**config.mk**
```make
export PLATFORM = sky130hd
export DESIGN_NAME = logic_arb
export DESIGN_NICKNAME = d
export VERILOG_FILES = /design/src/rtl/logic_arb_pkg.sv /design/src/rtl/and8_gate.sv /design/src/rtl/logic8_unit.sv /design/src/rtl/not8_gate.sv /design/src/rtl/or8_gate.sv /design/src/rtl/xor8_gate.sv /design/src/rtl/logic_arb.sv
export SDC_FILE = /design/constraint.sdc
export NUM_CORES = 1
export LEC_CHECK = 0
export ABC_AREA = 1
export BUFFER_PORTS_ARGS = -buffer_cell sky130_fd_sc_hd__buf_2
export CAP_MARGIN = 20
export CORE_AREA = 10 10 65 67
export DETAILED_ROUTE_END_ITERATION = 6
export DIE_AREA = 0 0 75 77
export PLACE_DENSITY = 0.79
export SYNTH_ARGS = -nofsm -noshare
export SYNTH_HDL_FRONTEND = slang
export SYNTH_SLANG_ARGS = --single-unit
```
**constraint.sdc**
```tcl
create_clock -name clk -period 2.6 [get_ports clk]
set_input_delay 0.78 -clock clk [delete_from_list [all_inputs] [get_ports clk]]
set_output_delay 0.78 -clock clk [all_outputs]
set_load 0.02 [all_outputs]
```
**src/rtl/logic_arb_pkg.sv**
```systemverilog
// rtl/logic_arb_pkg.sv - shared op encodings and FSM state type for logic_arb
//
// Purpose : constants and types shared by the arbiter, its datapath and the bench.
// Contents: OP_AND/OP_OR/OP_XOR/OP_NOT op codes, state_t FSM state enum,
//           CNT_W completion counter width (LOGIC_ARB_CNT_EN builds).
package logic_arb_pkg;

    localparam logic [1:0] OP_AND = 2'b00;
    localparam logic [1:0] OP_OR  = 2'b01;
    localparam logic [1:0] OP_XOR = 2'b10;
    localparam logic [1:0] OP_NOT = 2'b11;

    localparam int CNT_W = 8;

    typedef enum logic {
        ST_IDLE = 1'b0,
        ST_DONE = 1'b1
    } state_t;

endpackage

```
**src/rtl/and8_gate.sv**
```systemverilog
// rtl/and8_gate.sv - bitwise AND gate
//
// Ports: i_a, i_b : operands
//        o_y      : i_a & i_b
module and8_gate #(
    parameter int WIDTH = 8
) (
    input  logic [WIDTH-1:0] i_a,
    input  logic [WIDTH-1:0] i_b,
    output logic [WIDTH-1:0] o_y
);
    assign o_y = i_a & i_b;
endmodule

```
**src/rtl/logic8_unit.sv**
```systemverilog
// rtl/logic8_unit.sv - shared combinational logic unit (AND/OR/XOR/NOT A)
//
// Purpose: the one datapath shared by both requesters of logic_arb.
// Ports  : op   : operation select (OP_AND, OP_OR, OP_XOR, OP_NOT)
//          a, b : operands (b unused for OP_NOT)
//          f    : result
module logic8_unit
    import logic_arb_pkg::*;
#(
    parameter int WIDTH = 8
) (
    input  logic [1:0]       op,
    input  logic [WIDTH-1:0] a,
    input  logic [WIDTH-1:0] b,
    output logic [WIDTH-1:0] f
);

    logic [WIDTH-1:0] w_and;
    logic [WIDTH-1:0] w_or;
    logic [WIDTH-1:0] w_xor;
    logic [WIDTH-1:0] w_not;

    and8_gate #(.WIDTH(WIDTH)) u_and (.i_a(a), .i_b(b), .o_y(w_and));
    or8_gate  #(.WIDTH(WIDTH)) u_or  (.i_a(a), .i_b(b), .o_y(w_or));
    xor8_gate #(.WIDTH(WIDTH)) u_xor (.i_a(a), .i_b(b), .o_y(w_xor));
    not8_gate #(.WIDTH(WIDTH)) u_not (.i_a(a), .o_y(w_not));

    always_comb begin
        f = w_and;
        unique case (op)
            OP_AND:  f = w_and;
            OP_OR:   f = w_or;
            OP_XOR:  f = w_xor;
            OP_NOT:  f = w_not;
            default: f = w_and;
        endcase
    end

endmodule

```
**src/rtl/not8_gate.sv**
```systemverilog
// rtl/not8_gate.sv - bitwise NOT gate
//
// Ports: i_a : operand
//        o_y : ~i_a
module not8_gate #(
    parameter int WIDTH = 8
) (
    input  logic [WIDTH-1:0] i_a,
    output logic [WIDTH-1:0] o_y
);
    assign o_y = ~i_a;
endmodule

```
**src/rtl/or8_gate.sv**
```systemverilog
// rtl/or8_gate.sv - bitwise OR gate
//
// Ports: i_a, i_b : operands
//        o_y      : i_a | i_b
module or8_gate #(
    parameter int WIDTH = 8
) (
    input  logic [WIDTH-1:0] i_a,
    input  logic [WIDTH-1:0] i_b,
    output logic [WIDTH-1:0] o_y
);
    assign o_y = i_a | i_b;
endmodule

```
**src/rtl/xor8_gate.sv**
```systemverilog
// rtl/xor8_gate.sv - bitwise XOR gate
//
// Ports: i_a, i_b : operands
//        o_y      : i_a ^ i_b
module xor8_gate #(
    parameter int WIDTH = 8
) (
    input  logic [WIDTH-1:0] i_a,
    input  logic [WIDTH-1:0] i_b,
    output logic [WIDTH-1:0] o_y
);
    assign o_y = i_a ^ i_b;
endmodule

```
**src/rtl/logic_arb.sv**
```systemverilog
// rtl/logic_arb.sv - two-requester round-robin arbiter in front of one logic unit
//
// Purpose: grants one of two requesters in IDLE, registers the logic8_unit
//          result with the owner index, holds it in DONE until res_ready.
// Ports  : clk, rst_n                       : clock, async active-low reset
//          reqN_valid/ready/op/a/b (N=0,1)  : request handshake and operands
//          res_valid/ready/data/id          : result handshake, result, owner
//          cnt0, cnt1                       : completion counters per owner
//                                             (only with LOGIC_ARB_CNT_EN)
// Config : `define LOGIC_ARB_CNT_EN adds the saturating completion counters.
module logic_arb
    import logic_arb_pkg::*;
#(
    parameter int WIDTH = 8
) (
    input  logic             clk,
    input  logic             rst_n,
    input  logic             req0_valid,
    output logic             req0_ready,
    input  logic [1:0]       req0_op,
    input  logic [WIDTH-1:0] req0_a,
    input  logic [WIDTH-1:0] req0_b,
    input  logic             req1_valid,
    output logic             req1_ready,
    input  logic [1:0]       req1_op,
    input  logic [WIDTH-1:0] req1_a,
    input  logic [WIDTH-1:0] req1_b,
    output logic             res_valid,
    input  logic             res_ready,
    output logic [WIDTH-1:0] res_data,
    output logic             res_id
`ifdef LOGIC_ARB_CNT_EN
    ,
    output logic [CNT_W-1:0] cnt0,
    output logic [CNT_W-1:0] cnt1
`endif
);

    state_t           r_state;
    state_t           w_next_state;
    logic             r_last_grant;
    logic [WIDTH-1:0] r_res_data;
    logic             r_res_id;

    logic             w_grant_any;
    logic             w_grant_id;
    logic [1:0]       w_op;
    logic [WIDTH-1:0] w_a;
    logic [WIDTH-1:0] w_b;
    logic [WIDTH-1:0] w_f;

    // Round-robin: under contention the index that did not win last time
    // gets the grant; a lone request always wins.
    always_comb begin
        w_grant_any = (r_state == ST_IDLE) && (req0_valid || req1_valid);
        if (req0_valid && req1_valid) begin
            w_grant_id = ~r_last_grant;
        end else begin
            w_grant_id = req1_valid;
        end
        w_op = w_grant_id ? req1_op : req0_op;
        w_a  = w_grant_id ? req1_a  : req0_a;
        w_b  = w_grant_id ? req1_b  : req0_b;
    end

    logic8_unit #(.WIDTH(WIDTH)) u_unit (
        .op (w_op),
        .a  (w_a),
        .b  (w_b),
        .f  (w_f)
    );

    always_ff @(posedge clk or negedge rst_n) begin
        if (!rst_n) begin
            r_state <= ST_IDLE;
        end else begin
            r_state <= w_next_state;
        end
    end

    // Leaving DONE never grants in the same cycle, so peak rate is 1 op / 2 cycles.
    always_comb begin
        w_next_state = r_state;
        unique case (r_state)
            ST_IDLE: if (w_grant_any) w_next_state = ST_DONE;
            ST_DONE: if (res_ready)   w_next_state = ST_IDLE;
            default: w_next_state = ST_IDLE;
        endcase
    end

    // rst_n gates the readies so they drop at once, not at the next edge.
    always_comb begin
        res_valid  = (r_state == ST_DONE);
        req0_ready = rst_n && w_grant_any && !w_grant_id;
        req1_ready = rst_n && w_grant_any &&  w_grant_id;
        res_data   = r_res_data;
        res_id     = r_res_id;
    end

    // Reset value of 1 makes requester 0 win the first contention.
    always_ff @(posedge clk or negedge rst_n) begin
        if (!rst_n) begin
            r_res_data   <= '0;
            r_res_id     <= 1'b0;
            r_last_grant <= 1'b1;
        end else if (w_grant_any) begin
            r_res_data   <= w_f;
            r_res_id     <= w_grant_id;
            r_last_grant <= w_grant_id;
        end
    end

`ifdef LOGIC_ARB_CNT_EN
    logic [CNT_W-1:0] r_cnt0;
    logic [CNT_W-1:0] r_cnt1;
    logic             w_res_done;

    assign w_res_done = (r_state == ST_DONE) && res_ready;

    always_ff @(posedge clk or negedge rst_n) begin
        if (!rst_n) begin
            r_cnt0 <= '0;
            r_cnt1 <= '0;
        end else if (w_res_done) begin
            if (!r_res_id && (r_cnt0 != {CNT_W{1'b1}})) r_cnt0 <= r_cnt0 + 1'b1;
            if ( r_res_id && (r_cnt1 != {CNT_W{1'b1}})) r_cnt1 <= r_cnt1 + 1'b1;
        end
    end

    assign cnt0 = r_cnt0;
    assign cnt1 = r_cnt1;
`endif

endmodule

```
==> impl_metrics.json, run 1 <==
{
  "path_class": "input port to output pin",
  "cpPeakStageDelay_ns": 0.16,
  "place_congestion": 0.790,
  "clock-root-buffer": "clkbuf_4",
  "instances_no_fill": 311,
  "nets": 336,
  "slew_headroom_pct": 59.5,
  "wl_per_cell_microns": 10.7,
  "crit_start": "req0_valid",
  "post_cts_resized": 0,
  "p_per_area_mw_per_mm2": 599,
  "cp-end-kind": "output pin",
  "clkSinkCount": 11,
  "min_period_ns": 2.20,
  "slew_viol_final": 0,
  "worst_pin_slew_ns": 0.606,
  "grt_use_met1_pct": 16.0,
  "rows": 20,
  "vias": 1441,
  "die_x_microns": 75,
  "synth_top_cells_by_area": "dfrtp_1 (18%), nand2_1 (17%), inv_1 (15%)",
  "hold_path.class": "input port to async pin",
  "routed_wl_microns": 3340,
  "fin_util_pct": 57.5,
  "grt_overflow_total": 0,
  "crit_path_cell_trace": "buf_2, nand2_2, nand2_2, inv_1, nand2_1, nor2_1, buf_2",
  "dpl_cell_area_sq_mm": 0.00169,
  "finalSetupViolations": 0,
  "grt_start_max_net_pins": 30,
  "grt_first_pass_wirelength_microns": 5980,
  "rsz0062_at_grt": "no",
  "use_met2_pct": 19.5,
  "dp_hpwl_microns": 2800,
  "slowest_stage": "buf_2",
  "worst_slack_ns": 0.399,
  "grt_usage_pct": 12.1,
  "fin_area_sq_mm": 0.00171,
  "hold_viol": 0,
  "holdBufCountCts": 0,
  "place_ws_ns": 0.284,
  "critPathArrivalTime_ns": 1.42,
  "cts_buffer_depth": 2,
  "peakVddDrop_mv": 0.230,
  "clock_skew_ns": 0.00157,
  "ios": 53,
  "syn_inst": 227,
  "dr.first_iter.drc_count": 71,
  "h-tree-depth": 1,
  "cp.required_ns": 1.82,
  "cts_tree": "done",
  "post-cts-setup-buffers": 0,
  "vias_per_cell": 4.63,
  "finalCritPeriodShare_pct": 84.7,
  "grt.met3_usage_pct": 2.32,
  "first_global_vias": 1430,
  "synth_area_sq_mm": 0.00142,
  "die_h_microns": 77,
  "antenna_found_initial": 0,
  "status": "finished clean",
  "clk_pin_slew_ns": 0.07,
  "yosys.area.top_type": "dfrtp_1",
  "start_kind": "input port",
  "dr.pass1.iters": 4,
  "dp.cells": 307,
  "synth_top_area_share_pct": 17.7,
  "cts_buffers": 3,
  "yosys_warnings": 0,
  "diodes": 0,
  "dieArea_sq_mm": 0.00578,
  "start_util_pct": 47.6,
  "tns_ns": 0,
  "antenna_left": 0,
  "syn2layout_area_growth_pct": 20.9,
  "drc_errors": 0,
  "avgSynthCellArea_sq_um": 6.24,
  "critPathMaxFanout": 3,
  "gr-max-usage-layer": "met2",
  "synth.distinct_cells": 16,
  "r2r-start": "r_last_grant",
  "synth-seq-area-share_pct": 19.5,
  "drive_gt1_share_pct": 25.2,
  "max-cap-violations": 0,
  "syn_nets": 284,
  "io_buffers": 52,
  "fmax_mhz": 454,
  "core_area_sq_mm": 0.00298,
  "clk-insertion-delay-late_ns": 0.27,
  "power_leakage_nw": 1.12,
  "synth.ff_latch_count": 11
}
area by class of cell:
class | instances | area [sq um]
Inverter | 55 | 206
Sequential cell | 11 | 277
Multi-Input combinational cell | 151 | 851
Tap cell | 33 | 41.3
Clock buffer | 3 | 22.5
Timing Repair Buffer | 57 | 310
Fill cell | 308 | 1260
Clock inverter | 1 | 5.00
path summary, 6_finish.rpt:
check / cells past startpoint / slack [ns] / endpoint
min reg2reg: 2 / 0.47 / res_data[0]
max in group asynchronous: 2 / 1.95 / r_last_grant
min: 2 / 0.43 / res_id
max reg2reg: 8 / 0.71 / res_data[4]
min in group clk: 2 / 0.47 / res_data[0]
max: 7 / 0.40 / req1_ready
placed cells by master, fill, tap and decap left out, drive strengths merged:
| cell type | Yosys | routed |
|---|---|---|
| buf | 10 | 57 |
| ha | 16 | 16 |
| inv | 55 | 55 |
| nor3 | 1 | 1 |
| nor2 | 1 | 1 |
| o21ai | 18 | 18 |
| nand2 | 73 | 73 |
| nand3 | 25 | 25 |
| clkbuf | 0 | 3 |
| clkinv | 0 | 1 |
| nand3b | 17 | 17 |
| dfstp | 1 | 1 |
| dfrtp | 10 | 10 |
where the power goes:
| group | internal, mW | switching (mW) | total, mW |
|---|---|---|---|
| Clock | 0.0570 | 0.0615 | 0.118 |
| Combinational | 0.227 | 0.392 | 0.619 |
| Sequential | 0.251 | 0.0373 | 0.288 |
cell families (layout without fill, tap and decap cells):
family,Yosys count,count (layout),share of synthesized area (%)
buffers and inverters,65,116,20.4
flip-flops,11,11,19.5
AND/OR/NAND/NOR,117,117,39.6
AO/OA/AOI/OAI,18,18,6.36
adder cells (fa/ha/maj),16,16,14.1
flip-flops by register name, indices dropped and copies added (netlist names):
signal and flops:
res_data 8, r_last_grant 1, res_id 1, res_valid 1
synth_stat cells:
| cell type | instances |
|---|---|
| dfrtp_1 | 10 |
| nand3_1 | 25 |
| ha_1 | 16 |
| nand3b_1 | 17 |
| nor3_1 | 1 |
| nand2_2 | 7 |
| buf_6 | 4 |
| nand2_4 | 1 |
| inv_1 | 55 |
| buf_2 | 3 |
| nand2_1 | 65 |
| o21ai_0 | 13 |
| nor2_1 | 1 |
| dfstp_2 | 1 |
| buf_4 | 3 |
| o21ai_1 | 5 |
layer usage:
layer  wire length [microns]  vias up
li1                        -      795
met3                     192        4
met2                    1410       40
met4                      26        0
met5                       0        -
met1                    1700      602
critical path, delay by kind of cell:
kind          cells  cell delay [ns]
simple gates      4             0.29
buf+inv           3             0.35
metrics by stage:
stage          power [mW]  hold slack, ns
4_1_cts              1.04           0.428
5_1_grt              1.14           0.440
3_5_place_dp        0.919           0.461
2_1_floorplan       0.741           0.454
3_3_place_gp        0.905           0.460
6_report             1.03           0.426
Power figures use the tool's default switching activity.
==> run 2, diff against run 1 <==
==> constraint.sdc (replaced) <==
create_clock -name clk -period 2.19 [get_ports clk]
set_input_delay 0.657 -clock clk [delete_from_list [all_inputs] [get_ports clk]]
set_output_delay 0.657 -clock clk [all_outputs]
set_load 0.02 [all_outputs]
==> impl_metrics.json, run 2 (synthesis results as in run 1) <==
{
  "rows": 20,
  "clock_skew_ns": 0.00297,
  "place_congestion": 0.775,
  "vias_per_cell": 4.59,
  "largest_reg_flops": 8,
  "clkSinkCount": 11,
  "wl_per_cell_microns": 10.7,
  "syn2layout_area_growth_pct": 23.3,
  "cts_buffers": 3,
  "hold_path.class": "input port to async pin",
  "drc_errors": 0,
  "tns_ns": 0,
  "status": "finished clean",
  "worst_slack_ns": 0.216,
  "cpPeakStageDelay_ns": 0.16,
  "layout_commonest_cell": "nand2_1",
  "ios": 53,
  "h-tree-depth": 1,
  "grt_usage_pct": 12.3,
  "swShare_pct": 47.4,
  "fmax_mhz": 507,
  "finalSetupViolations": 0,
  "fillCellCount": 320,
  "clock-root-buffer": "clkbuf_4",
  "nets": 337,
  "die_h_microns": 77,
  "antenna_left": 0,
  "crit_family": "buffers and inverters",
  "place_ws_ns": 0.0704,
  "power.total_mw": 1.24,
  "routed_wl_microns": 3340,
  "diodes": 0,
  "grt_first_pass_wirelength_microns": 5950,
  "multi_input_area_sq_um": 866,
  "holdWs_ns": 0.315,
  "min_period_ns": 1.97,
  "first_global_vias": 1361,
  "dr.pass1.iters": 4,
  "critPathArrivalTime_ns": 1.32,
  "start_kind": "input port",
  "cp.required_ns": 1.53,
  "pwr-share-comb_pct": 61.0,
  "grt_start_max_net_pins": 30,
  "power.internal_mw": 0.650,
  "post-cts-setup-buffers": 0,
  "p_sw_mw": 0.585,
  "cts_tree": "done",
  "slew_headroom_pct": 80.5,
  "crit_top_cell": "nand2_2",
  "slew_viol_final": 0,
  "clk_pin_slew_ns": 0.07,
  "antenna_found_initial": 0,
  "path_class": "input port to output pin",
  "max-cap-violations": 0,
  "rsz0062_at_grt": "no",
  "peakVddDrop_mv": 0.227,
  "clk-insertion-delay-late_ns": 0.26,
  "dp_hpwl_microns": 2770,
  "holdBufCountCts": 0,
  "vias": 1431,
  "hold_viol": 0,
  "crit_path_cell_trace": "buf_2, nand2_2, nand2_2, inv_2, nand2_2, nor2_4, buf_2",
  "core_area_sq_mm": 0.00298,
  "ff_latch_area_sq_um": 277,
  "p_per_area_mw_per_mm2": 707,
  "pwr-share-clk_pct": 11.0,
  "final_cell_mix": "nand2_1 (64), inv_1 (54), buf_2 (52)",
  "slowest_stage": "buf_2",
  "seqPwrFrac_pct": 28.0,
  "dr.first_iter.drc_count": 81,
  "power_leakage_nw": 1.13,
  "cts_buffer_depth": 2,
  "io_buffers": 52,
  "dieArea_sq_mm": 0.00578,
  "worst_pin_slew_ns": 0.291,
  "critPathMaxFanout": 3,
  "grt_overflow_total": 0,
  "cp-end-kind": "output pin",
  "drive_gt1_share_pct": 26.5,
  "finalCritPeriodShare_pct": 90.1,
  "post_cts_resized": 0,
  "start_util_pct": 47.6,
  "path_buf_inv": 3,
  "die_x_microns": 75
}
run 2: per-layer routing:
| metal | vias up | global-route usage (%) | wire length [microns] |
|---|---|---|---|
| met5 | - | 0 | 0 |
| met4 | 0 | 4.55 | 23 |
| met3 | 2 | 2.96 | 295 |
| met2 | 48 | 18.1 | 1400 |
| met1 | 589 | 16.7 | 1620 |
| li1 | 792 | - | - |
run 2: final cells by class:
class | instances | share of cell area [%]
Clock buffer | 4 | 1.50
Multi-Input combinational cell | 151 | 49.6
Tap cell | 33 | 2.36
Inverter | 55 | 11.8
Sequential cell | 11 | 15.8
Timing Repair Buffer | 58 | 18.9
run 2: worst reg2reg max path: cells and delay by family (launching register included):
kind,cells,cell delay (ns)
buf+inv,2,0.24
flops,1,0.54
fa+ha+maj,1,0.26
compound gates,2,0.27
simple gates,6,0.43
run 2: power by group through the flow:
stage | registers (mW) | logic [mW] | clock network, mW
5_1_grt | 0.361 | 0.872 | 0.153
2_1_floorplan | 0.450 | 0.437 | 0
6_report | 0.345 | 0.754 | 0.136
4_1_cts | 0.346 | 0.764 | 0.140
3_3_place_gp | 0.346 | 0.747 | 0
3_5_place_dp | 0.348 | 0.763 | 0
run 2: metrics by stage:
stage          std cells  instance area [sq um]  utilization (%)
2_1_floorplan        227                   1430                -
5_1_grt              312                   1750             58.7
4_1_cts              312                   1750             58.7
6_report             312                   1750             58.7
3_3_place_gp         308                   1720             57.8
3_5_place_dp         308                   1720             57.8
run 2: worst paths after layout:
kind / startpoint / endpoint / slack, ns / cells after the start
setup / recovery: req0_valid / req1_ready / 0.22 / 7
hold / removal: rst_n / res_id / 0.32 / 2
setup reg to reg: r_last_grant / res_data[2] / 0.33 / 11
max in group asynchronous: rst_n / r_last_grant / 1.66 / 2
hold reg to reg: res_data[0] / res_data[0] / 0.48 / 2
min in group clk: res_data[0] / res_data[0] / 0.48 / 2
